[config.mk]
export PLATFORM = sky130hd
export DESIGN_NAME = seq_comp
export DESIGN_NICKNAME = d
export VERILOG_FILES = /design/src/rtl/seq_comp_pkg.sv /design/src/rtl/seq_comp_chunk.sv /design/src/rtl/seq_comp.sv
export SDC_FILE = /design/constraint.sdc
export NUM_CORES = 1
export LEC_CHECK = 0
export BUFFER_PORTS_ARGS = -buffer_cell sky130_fd_sc_hd__buf_2
export CAP_MARGIN = 20
export CORE_AREA = 4 4 59 115
export DETAILED_ROUTE_END_ITERATION = 8
export DIE_AREA = 0 0 63 119
export PLACE_DENSITY_LB_ADDON = 0.25
export SLEW_MARGIN = 20
export SYNTH_ARGS = -nofsm -noshare
export SYNTH_HDL_FRONTEND = slang
export SYNTH_HIERARCHICAL = 1
export SYNTH_SLANG_ARGS = --single-unit
export TNS_END_PERCENT = 50
[constraint.sdc]
create_clock -name clk -period 3.8 [get_ports clk]
set_input_delay 0.57 -clock clk [delete_from_list [all_inputs] [get_ports clk]]
set_output_delay 0.57 -clock clk [all_outputs]
set_load 0.01 [all_outputs]
[src/rtl/seq_comp_pkg.sv]
// Shared types and default sizing for the sequential magnitude comparator.
package seq_comp_pkg;

  localparam int DEF_WIDTH = 32;
  localparam int DEF_CHUNK = 8;

  typedef enum logic [1:0] {
    IDLE = 2'd0,
    CMP  = 2'd1,
    DONE = 2'd2
  } state_t;

endpackage

[src/rtl/seq_comp_chunk.sv]
// Combinational unsigned compare of one CHUNK-bit slice.
module seq_comp_chunk #(
  parameter int CHUNK = 8
) (
  input  logic [CHUNK-1:0] a,
  input  logic [CHUNK-1:0] b,
  output logic             lt,
  output logic             eq,
  output logic             gt
);

  // Exactly one flag is high for any operand pair.
  always_comb begin
    lt = (a < b);
    eq = (a == b);
    gt = (a > b);
  end

endmodule

[src/rtl/seq_comp.sv]
// Sequential magnitude comparator: walks the operands one CHUNK-bit slice per
// cycle from the MSB end and stops at the first differing slice.
// Optional feature: define SEQ_COMP_MINMAX_EN to add min_o/max_o outputs.
module seq_comp
  import seq_comp_pkg::*;
#(
  parameter int WIDTH = DEF_WIDTH,
  parameter int CHUNK = DEF_CHUNK
) (
  input  logic             clk,
  input  logic             rst_n,
  input  logic             in_valid,
  output logic             in_ready,
  input  logic [WIDTH-1:0] a,
  input  logic [WIDTH-1:0] b,
  input  logic             is_signed,
  output logic             out_valid,
  input  logic             out_ready,
  output logic             lt,
  output logic             eq,
  output logic             gt
`ifdef SEQ_COMP_MINMAX_EN
  ,
  output logic [WIDTH-1:0] min_o,
  output logic [WIDTH-1:0] max_o
`endif
);

  localparam int N  = (CHUNK > 0) ? WIDTH / CHUNK : 1;
  localparam int IW = (N > 1) ? $clog2(N) : 1;

  if (CHUNK < 1) begin : g_bad_chunk
    $error("seq_comp: CHUNK must be at least 1");
  end else if (WIDTH % CHUNK != 0) begin : g_bad_width
    $error("seq_comp: WIDTH must be a multiple of CHUNK");
  end

  state_t            state, state_n;
  logic [WIDTH-1:0]  a_q, b_q;
  logic [IW-1:0]     idx;
  logic              lt_q, eq_q, gt_q;
  logic [CHUNK-1:0]  a_s, b_s;
  logic              c_lt, c_eq, c_gt;
  logic              acc;
  logic [WIDTH-1:0]  msb_in;

  // Flipping the sign bit maps two's-complement order onto unsigned order.
  assign msb_in = WIDTH'(is_signed) << (WIDTH - 1);
  assign acc    = in_valid & in_ready;
  assign a_s    = a_q[idx*CHUNK +: CHUNK];
  assign b_s    = b_q[idx*CHUNK +: CHUNK];

  seq_comp_chunk #(.CHUNK(CHUNK)) u_chunk (
    .a  (a_s),
    .b  (b_s),
    .lt (c_lt),
    .eq (c_eq),
    .gt (c_gt)
  );

  // State register.
  always_ff @(posedge clk or negedge rst_n) begin
    if (!rst_n) state <= IDLE;
    else        state <= state_n;
  end

  // Next-state and handshake outputs.
  always_comb begin
    state_n   = state;
    in_ready  = 1'b0;
    out_valid = 1'b0;
    case (state)
      IDLE: begin
        in_ready = 1'b1;
        if (in_valid) state_n = CMP;
      end
      CMP: begin
        if (!c_eq || idx == '0) state_n = DONE;
      end
      DONE: begin
        out_valid = 1'b1;
        if (out_ready) state_n = IDLE;
      end
      default: state_n = IDLE;
    endcase
  end

  // Operand capture, slice walk and result flags; flags are only ever set
  // while in DONE, so they read 0 whenever out_valid is 0.
  always_ff @(posedge clk or negedge rst_n) begin
    if (!rst_n) begin
      a_q  <= '0;
      b_q  <= '0;
      idx  <= '0;
      lt_q <= 1'b0;
      eq_q <= 1'b0;
      gt_q <= 1'b0;
    end else begin
      case (state)
        IDLE: if (acc) begin
          a_q <= a ^ msb_in;
          b_q <= b ^ msb_in;
          idx <= IW'(N - 1);
        end
        CMP: begin
          if (!c_eq) begin
            lt_q <= c_lt;
            gt_q <= c_gt;
          end else if (idx == '0) begin
            eq_q <= 1'b1;
          end else begin
            idx <= idx - 1'b1;
          end
        end
        DONE: if (out_ready) begin
          lt_q <= 1'b0;
          eq_q <= 1'b0;
          gt_q <= 1'b0;
        end
        default: ;
      endcase
    end
  end

  assign lt = lt_q;
  assign eq = eq_q;
  assign gt = gt_q;

`ifdef SEQ_COMP_MINMAX_EN
  logic             sgn_q;
  logic [WIDTH-1:0] msb_q, a_org, b_org;

  // Signedness kept so the original operands can be recovered.
  always_ff @(posedge clk or negedge rst_n) begin
    if (!rst_n)   sgn_q <= 1'b0;
    else if (acc) sgn_q <= is_signed;
  end

  assign msb_q = WIDTH'(sgn_q) << (WIDTH - 1);
  assign a_org = a_q ^ msb_q;
  assign b_org = b_q ^ msb_q;
  // Equal operands report a for both.
  assign min_o = out_valid ? (gt_q ? b_org : a_org) : '0;
  assign max_o = out_valid ? (gt_q ? a_org : b_org) : '0;
`endif

endmodule

==> results_dict.tcl <==
set metrics [dict create \
    status "finished clean" \
    gp_congestion 0.813 \
    syn_to_final_growth_pct 20.8 \
    initial_utilization_pct 56.7 \
    cts_tree "built" \
    gr-total-overflow 0 \
    synth.top_cell.area_share_pct 52.6 \
    drc 0 \
    hold_viol 0 \
    dpl_worst_slack_ns 0.965 \
    wl_per_cell_um 17.7 \
    final_cell_area_mm2 0.00408 \
    cellPowerDensity_mw_per_mm2 829 \
    firstDrtPassIters 3 \
    portBuffers 73 \
    timing.rr.end "idx[1]" \
    finalSetupTns_ns 0 \
    ant_nets 0 \
    via_per_inst 5.64 \
    syn_avg_cell_area_um2 14.8 \
    worst-slew-pin-transition_ns 0.870 \
    vias 2091 \
    cts_sinks 71 \
    drv_slew 0 \
    vdd_ir_drop_max_mv 0.541 \
    synth_area_mm2 0.00338 \
    r2r_cells 7 \
    critPathLaunchType "register" \
    slew_headroom_pct 42.0 \
    cp_max_fo 19 \
    setup-violations-final 0 \
    drtIter0Drc 107 \
    ctsRootBufferMaster "clkbuf_16" \
    r2r_slack_ns 1.02 \
    yosys.area.top_type "dfrtp_1" \
    ys_types 30 \
    dpl_cell_area_mm2 0.00377 \
    n_antenna_cell 0 \
    fin_crit_ns 2.78 \
    p_leak_nw 1.89 \
    nNetsFinal 381 \
    cp_slowest_cell "dfrtp_1" \
    ctsResizeCount 0 \
    rows 40 \
    cp.arrival_ns 3.04 \
    grt_use_total_pct 19.6 \
    grt_pass1_vias 2372 \
    fillers 462 \
    syn-instance-count 228 \
    cts_hold_buf 0 \
    crit_type "reg2reg" \
    grt_max_degree 72 \
    skew_ns 0.00597 \
    clkLatencyLatePin_ns 0.33 \
    ys_warn_count 6 \
    placedCellCount 355 \
    finalCritPeriodShare_pct 73.3 \
    grt_pass1_wl_um 11200 \
    clk_pin_slew_worst_paths_ns 0.06 \
    numCtsBuffers 9 \
    worst_r2r_startpoint "idx[1]" \
    crit_end "idx[1]" \
    end_kind "register" \
    maxCapViolations 0 \
    boundaryPins 74 \
    drive_gt1_share_pct 48.4 \
    die_h_um 119 \
    hpwlAfterDp_um 4800 \
    die_area_mm2 0.00750 \
    final_cell_mix "buf_2, dfrtp_1, mux2_2" \
    layout_commonest_cell "buf_2" \
    worstPathCellList "mux4_2 -> ha_1 -> nand4_2 -> nor2_1 -> nor2b_1 -> o21ai_0 -> a21oi_1" \
    yosys-top-cells-area "dfrtp_1, mux2_2, mux4_2, mux2_1, ha_1" \
    antenna_found_initial 0 \
    die_w_um 63 \
    yosys_register_bits 71 \
    htree_levels 3 \
    ys_seq_area_share_pct 52.6 \
    fin_cells 371 \
    synthesis.nets 306 \
    fin_ws_ns 1.02 \
    hp-class "in2async" \
    rsz0062_at_grt "false" \
    clock_path_buffers 2 \
    routed_wl_um 6550 \
    fmax_ghz 0.359 \
    required_ns 4.05 \
    cp-startpoint "idx[1]" \
    max_stage_delay_ns 0.83 \
    post-cts-setup-buffers 0 \
    core_mm2 0.00596 \
]
[cell usage after synthesis, drive strengths merged]
library cell and number:
o32ai 2, ha 9, nand2 1, nand4 2, nor2b 3, nor3b 1
o211ai 1, xnor2 2, o21ai 3, mux2 62, o2bb2ai 1, a21oi 11
o21ba 2, nand4bb 2, clkbuf 1, nand2b 2, dfrtp 71, nor2 12
buf 11, inv 11, mux4 16, a31oi 1, a31o 1
[cell type report]
cell class / instances / area (um2) / share of cell area (%)
flip-flops and latches: 71 / 1780 / 43.6
multi-input cells: 134 / 1480 / 36.4
repair buffers: 76 / 390 / 9.57
clock buffers: 12 / 236 / 5.80
well taps: 63 / 78.8 / 1.93
clock inverters: 4 / 70.1 / 1.72
inverters: 11 / 41.3 / 1.01
[state kept, by name (all words and copies together) (netlist names)]
name,flops
idx,2
lt,1
state,2
a_q,32
gt,1
b_q,32
eq,1
[logic make-up (layout without fill, tap and decap cells)]
| family | Yosys count | after routing | synth area share (%) |
|---|---|---|---|
| flip-flops | 71 | 71 | 52.6 |
| multiplexers | 78 | 78 | 31.4 |
| AO/OA/AOI/OAI | 22 | 22 | 4.37 |
| AND/OR/NAND/NOR | 23 | 23 | 4.19 |
| adder cells (fa/ha/maj) | 9 | 9 | 3.34 |
| buffers and inverters | 23 | 103 | 3.60 |
| XOR/XNOR | 2 | 2 | 0.519 |
[critical path: cells and delay by family, from the launching register on]
| kind | cells | cell delay (ns) |
|---|---|---|
| AND/OR/NAND/NOR | 3 | 0.83 |
| multiplexers | 1 | 0.42 |
| flip-flops | 1 | 0.83 |
| adder cells (fa/ha/maj) | 1 | 0.34 |
| AO/OA/AOI/OAI | 2 | 0.27 |
[report_power, final]
group / internal, mW / total [mW] / leakage [nW] / switching (mW)
combinational: 0.687 / 1.16 / 0.910 / 0.476
clock: 0.572 / 0.860 / 0.151 / 0.288
sequential: 1.13 / 1.36 / 0.826 / 0.231
[worst min-delay path by stage]
stage	slack [ns]	start	depth (start not counted)	endpoint
4_1_cts	0.39	rst_n	1	a_q[21]
3_5_place_dp	0.47	a_q[16]	1	a_q[16]
6_report	0.35	rst_n	1	a_q[13]
3_3_place_gp	0.46	b_q[7]	1	b_q[7]
5_1_grt	0.43	rst_n	1	a_q[13]
2_1_floorplan	0.27	rst_n	0	a_q[0]
[metal layers]
layer,share of wire (%),global-route usage [%],vias up
met3,4.0,4.06,14
met1,37,22.4,1039
met4,3.5,11.2,0
met2,55,33.3,50
met5,0,0,-
li1,-,-,988
[per-stage QoR]
step	power (mW)	util [%]	hold WS, ns
4_1_cts	3.43	68.5	0.385
3_3_place_gp	2.49	63.3	0.463
5_1_grt	3.61	68.5	0.428
3_5_place_dp	2.54	63.3	0.469
2_1_floorplan	2.24	-	0.274
6_report	3.38	68.5	0.352
Note: power is estimated with default switching activity, not from simulation.
